### src/rtl/core_mem_arbiter_pkg.sv
// Shared types and defaults for the CCSS core memory arbiter family.
package ccss_arb_pkg;
  localparam int DEF_ADDR_W = 16;
  localparam int DEF_DATA_W = 16;
  localparam int CNT_W      = 16;

  typedef enum logic [1:0] {
    IDLE   = 2'd0,
    ACCESS = 2'd1,
    RESP   = 2'd2
  } arb_state_e;
endpackage

### src/rtl/core_mem_arbiter_rr_pick.sv
// Combinational round-robin selector: first set req bit at or above ptr,
// wrapping modulo N. Shared with the bus arbiters.
module rr_pick #(
  parameter int N  = 4,
  parameter int IW = (N > 1) ? $clog2(N) : 1
) (
  input  logic [N-1:0]  req,
  input  logic [IW-1:0] ptr,
  output logic [IW-1:0] idx,
  output logic          found
);
  // scan N positions starting at ptr, keep the first hit
  always_comb begin
    int j;
    idx   = '0;
    found = 1'b0;
    j     = 0;
    for (int k = 0; k < N; k++) begin
      j = (int'(ptr) + k) % N;
      if (!found && req[IW'(j)]) begin
        idx   = IW'(j);
        found = 1'b1;
      end
    end
  end
endmodule

### src/rtl/core_mem_arbiter.sv
// Round-robin arbiter sharing one single-port memory between NUM_CORES cores.
// Optional build macro ARB_PERF_EN adds per-core 16-bit saturating grant counters.
module core_mem_arbiter
  import ccss_arb_pkg::*;
#(
  parameter int NUM_CORES = 4,
  parameter int ADDR_W    = DEF_ADDR_W,
  parameter int DATA_W    = DEF_DATA_W
) (
  input  logic                        clk,
  input  logic                        reset,
  input  logic [NUM_CORES-1:0]        req,
  input  logic [NUM_CORES-1:0]        we,
  input  logic [NUM_CORES*ADDR_W-1:0] addr,
  input  logic [NUM_CORES*DATA_W-1:0] wdata,
  output logic [NUM_CORES-1:0]        ack,
  output logic [DATA_W-1:0]           rdata,
  output logic [ADDR_W-1:0]           mem_addr,
  output logic [DATA_W-1:0]           mem_wdata,
  output logic                        mem_we,
  output logic                        mem_re,
  input  logic [DATA_W-1:0]           mem_rdata,
  output logic                        busy
`ifdef ARB_PERF_EN
  ,
  output logic [NUM_CORES*CNT_W-1:0]  grant_cnt
`endif
);
  localparam int IW = $clog2(NUM_CORES);

  arb_state_e          state, state_n;
  logic [IW-1:0]       rr_ptr, win_idx, lat_idx;
  logic                win_found, lat_we;
  logic [ADDR_W-1:0]   lat_addr;
  logic [DATA_W-1:0]   lat_wdata, rdata_q;

  rr_pick #(.N(NUM_CORES), .IW(IW)) u_pick (
    .req   (req),
    .ptr   (rr_ptr),
    .idx   (win_idx),
    .found (win_found)
  );

  // state register
  always_ff @(posedge clk or posedge reset) begin
    if (reset) state <= IDLE;
    else       state <= state_n;
  end

  // grant capture, pointer advance and read-data hold register
  always_ff @(posedge clk or posedge reset) begin
    if (reset) begin
      rr_ptr    <= '0;
      lat_idx   <= '0;
      lat_we    <= 1'b0;
      lat_addr  <= '0;
      lat_wdata <= '0;
      rdata_q   <= '0;
    end else begin
      if (state == IDLE && win_found) begin
        lat_idx   <= win_idx;
        lat_we    <= we[win_idx];
        lat_addr  <= addr[win_idx*ADDR_W +: ADDR_W];
        lat_wdata <= wdata[win_idx*DATA_W +: DATA_W];
        rr_ptr    <= (win_idx == IW'(NUM_CORES-1)) ? '0 : win_idx + IW'(1);
      end
      if (state == RESP) rdata_q <= mem_rdata;
    end
  end

  // next state, strobes and acknowledge; rdata passes memory data through
  // during RESP so it is valid in the ack cycle, then holds the captured copy
  always_comb begin
    state_n = state;
    ack     = '0;
    mem_we  = 1'b0;
    mem_re  = 1'b0;
    rdata   = rdata_q;
    case (state)
      IDLE:   if (win_found) state_n = ACCESS;
      ACCESS: begin
        if (lat_we) begin
          mem_we       = 1'b1;
          ack[lat_idx] = 1'b1;
          state_n      = IDLE;
        end else begin
          mem_re  = 1'b1;
          state_n = RESP;
        end
      end
      RESP: begin
        ack[lat_idx] = 1'b1;
        rdata        = mem_rdata;
        state_n      = IDLE;
      end
      default: state_n = IDLE;
    endcase
  end

  assign mem_addr  = lat_addr;
  assign mem_wdata = lat_wdata;
  assign busy      = (state != IDLE);

`ifdef ARB_PERF_EN
  logic [NUM_CORES-1:0][CNT_W-1:0] cnt;
  for (genvar i = 0; i < NUM_CORES; i++) begin : g_cnt
    // per-core saturating grant counter
    always_ff @(posedge clk or posedge reset) begin
      if (reset)                   cnt[i] <= '0;
      else if (ack[i] && ~&cnt[i]) cnt[i] <= cnt[i] + CNT_W'(1);
    end
  end
  assign grant_cnt = cnt;
`endif
endmodule

### config.mk
export PLATFORM = sky130hd
export DESIGN_NAME = core_mem_arbiter
export DESIGN_NICKNAME = d
export VERILOG_FILES = /design/src/rtl/core_mem_arbiter_pkg.sv /design/src/rtl/core_mem_arbiter_rr_pick.sv /design/src/rtl/core_mem_arbiter.sv
export SDC_FILE = /design/constraint.sdc
export NUM_CORES = 1
export LEC_CHECK = 0
export CAP_MARGIN = 10
export CORE_MARGIN = 5
export CORE_UTILIZATION = 37
export CTS_CLUSTER_SIZE = 16
export DETAILED_ROUTE_END_ITERATION = 6
export PLACE_DENSITY_LB_ADDON = 0.25
export SYNTH_ARGS = -nofsm -noshare
export SYNTH_HDL_FRONTEND = slang
export SYNTH_HIERARCHICAL = 1
export SYNTH_SLANG_ARGS = --single-unit
### constraint.sdc
create_clock -name clk -period 2.7 [get_ports clk]
set_clock_uncertainty 0.15 [all_clocks]
set_input_delay 0.27 -clock clk [delete_from_list [all_inputs] [get_ports clk]]
set_output_delay 0.27 -clock clk [all_outputs]
set_load 0.05 [all_outputs]
==> impl_metrics.toml <==
[yosys]
ys_ff_latch = 55
yosys-top-cells-area = "dfrtp_1 (43%), mux4_2 (19%), mux2_4 (13%), mux2_2 (9.4%), mux4_1 (4.1%)"
synth_commonest_cells = "dfrtp_1 (55), mux2_4 (28), mux4_2 (28)"
yosysSeqAreaShare = 0.425
ys_async_sr_fraction = 1.00
yosys.area.top_type_share = 0.425
avgSynthCellArea_um2 = 16.5
yosysMostFrequentCell = "dfrtp_1"
syn_area_mm2 = 0.00324
syn_inst = 196
synth_area_leader_cell = "dfrtp_1"
synth_ff_type = "dfrtp_1"
synth_edf_count = 0
yosysWarnings = 6
synth.distinct_cells = 26
synth_nets = 357

[sta]
setup_violations = 0
rsz0062_at_grt = "no"
clock.fmax_mhz = 397
post-route-min-period_ns = 2.52
post-route-worst-setup-slack_ns = 0.184
drv_slew = 0
relSlewSlack = 0.533
fin_crit_sh = 0.932
finalHoldViolations = 0
worstMarginPinSlew_ns = 0.700

[floorplan]
fp.dieW_um = 104
rows = 34
initial_core_util = 0.375
fp.dieH_um = 104
io_pins = 209
core-area_mm2 = 0.00864
die-area_mm2 = 0.0107

[clock_tree]
postCtsHoldBufs = 0
cts_buffers = 5
clockRootBuffer = "clkbuf_8"
clkTransAtPathRegs_ns = 0.10
clkSinkCount = 55
h-tree-depth = 2
clk_path_buf_depth = 2
cts_tree = "built"
clock_latency_ns = 0.31

[final_layout]
final_area_mm2 = 0.00557
antenna_cells = 0
register_area_mm2 = 0.00138
multi_input_area_mm2 = 0.00174
nets = 569
utilization = 0.645
syn_to_final_growth_pct = 72.2
fill_cells = 663
layout-drive-gt1-share = 0.313

[placed_design]
dp_hpwl_mm = 7.47
place_ws_ns = -0.0439
gp_congestion = 0.822
post_dp_cell_area_mm2 = 0.00545
io_buffers = 208

[grt]
grt.overflow.total = 0
antenna_found_initial = 0
grt_pass1_vias = 2879
grt_first_pass_wirelength_mm = 14.5
grt_max_degree = 56
grt_use_total = 0.167

[worst_setup_path]
crit_path_max_fanout = 9
path_class = "reg2out"
cp-end-kind = "output pin"
reg2reg_depth = 6
arrival_ns = 2.10
required_ns = 2.28
start_kind = "flip-flop"

[worst_hold_path]
hold_class = "in2async"

[detailed_routing]
wl_met3_um = 763
ant_nets = 0
drt_iter0_drc = 59
remaining_drc_errors = 0
top_layer_used = "met4"
vias = 2532
wl_met2_mm = 4.67
vias_per_cell = 4.90
first_pass_iters = 4
wl_mm = 9.07
wire_per_inst_um = 17.5
drt-met1-wl_mm = 3.52

[run]
drv_cap = 0

[pwr]
clock_power_share = 0.083
seq_power_share = 0.222
switching_share = 0.453
ir_worst_vdd_mv = 0.485
power.net_switching_mw = 3.06
p_leak_nw = 2.31
p_total_mw = 6.75
power_density_mw_per_mm2 = 1210
combPwrFrac = 0.695
power.internal_mw = 3.70

[status]
outcome = "complete, no violations"
==> cell usage in the layout, fill, tap and decap left out <==
master / synthesis / layout
a21oi_1: 6 / 4
a21oi_4: 0 / 2
a221o_1: 1 / 1
and2_1: 2 / 1
and2_2: 0 / 1
buf_12: 3 / 4
buf_4: 1 / 26
bufinv_16: 0 / 1
clkbuf_8: 0 / 5
clkdlybuf4s50_1: 0 / 188
clkinv_4: 0 / 1
dfrtp_1: 55 / 55
dlymetal6s2s_1: 0 / 1
ha_1: 7 / 7
inv_1: 8 / 7
inv_2: 1 / 2
inv_6: 0 / 1
mux2_2: 27 / 27
mux2_4: 28 / 28
mux4_1: 5 / 5
mux4_2: 28 / 28
nand2_1: 2 / 2
nand2b_1: 2 / 2
nand3_1: 1 / 1
nor2_1: 2 / 2
nor2b_1: 1 / 1
nor3_1: 2 / 1
nor3_2: 0 / 1
nor3b_1: 1 / 1
nor4b_2: 0 / 1
o21ai_0: 1 / 1
o221ai_1: 1 / 1
==> worst paths after layout <==
path	startpoint	end	slack (ns)
worst max register to register	rr_ptr[0]$_DFFE_PP0P_	mem_wdata[6]$_DFFE_PP0P_	0.34
min in group clk	rdata_q[5]$_DFF_PP0_	rdata_q[5]$_DFF_PP0_	0.36
worst min register to register	rdata_q[5]$_DFF_PP0_	rdata_q[5]$_DFF_PP0_	0.36
worst min-delay path	reset	mem_wdata[12]$_DFFE_PP0P_	0.32
worst max-delay path	state[0]$_DFFE_PP0P_	rdata[12]	0.18
max in group asynchronous	reset	mem_addr[7]$_DFFE_PP0P_	1.63
==> per-layer routing <==
layer	vias up	GRT usage
met2	119	0.296
met3	9	0.0560
met4	0	0.0384
met1	1231	0.195
met5	-	0
li1	1173	-
==> power by group through the flow <==
stage	clock [mW]	sequential, mW	combinational (mW)
floorplan	0	2.33	2.55
global placement	0	1.50	4.71
detailed placement	0	1.50	4.76
CTS	0.591	1.50	4.76
global route	0.613	1.55	4.94
finish	0.564	1.50	4.69
==> worst max-delay path, cell delays in order, from the launching register on <==
cell	delay, ns
dfrtp_1	0.43
inv_1	0.14
ha_1	0.41
buf_4	0.25
mux2_2	0.36
buf_4	0.19
==> kinds of logic (layout without fill, tap and decap cells) <==
logic type                 Yosys count  count (layout)  synth area share
adders and majority gates            7               7            0.0271
AOI/OAI and AO/OA                    9               9            0.0166
DFF                                 55              55             0.425
and+or+nand+nor                     14              14            0.0240
buffers and inverters               23             236            0.0476
muxes                               88              88             0.459
==> metrics by stage <==
stage | hold WS, ns | TNS, ns | instances
3_5_place_dp | 0.336 | -0.385 | 509
6_report | 0.321 | 0 | 517
2_1_floorplan | 0.384 | 0 | 196
5_1_grt | 0.384 | 0 | 517
3_3_place_gp | 0.331 | -0.00285 | 509
4_1_cts | 0.337 | 0 | 517
==> cell type report <==
type	instances	area share
tap	108	0.0243
multi-input combinational	118	0.312
sequential	55	0.247
clock inverter	3	0.00853
inverter	9	0.00606
clock buffer	5	0.0124
timing repair buffer	219	0.389
==> flip-flops by register name, summed over array words and instances, names as in the netlist <==
name,count
lat_idx,2
lat_we,1
mem_addr,16
mem_wdata,16
rdata_q,16
rr_ptr,2
state,2
==> what timing repair did <==
item,CTS,global route
hold endpoints to repair,0,0
gates resized for setup,0,1
buffers inserted,0,0
setup endpoints to repair,0,1
No activity file was read; power rests on OpenSTA's default activity.
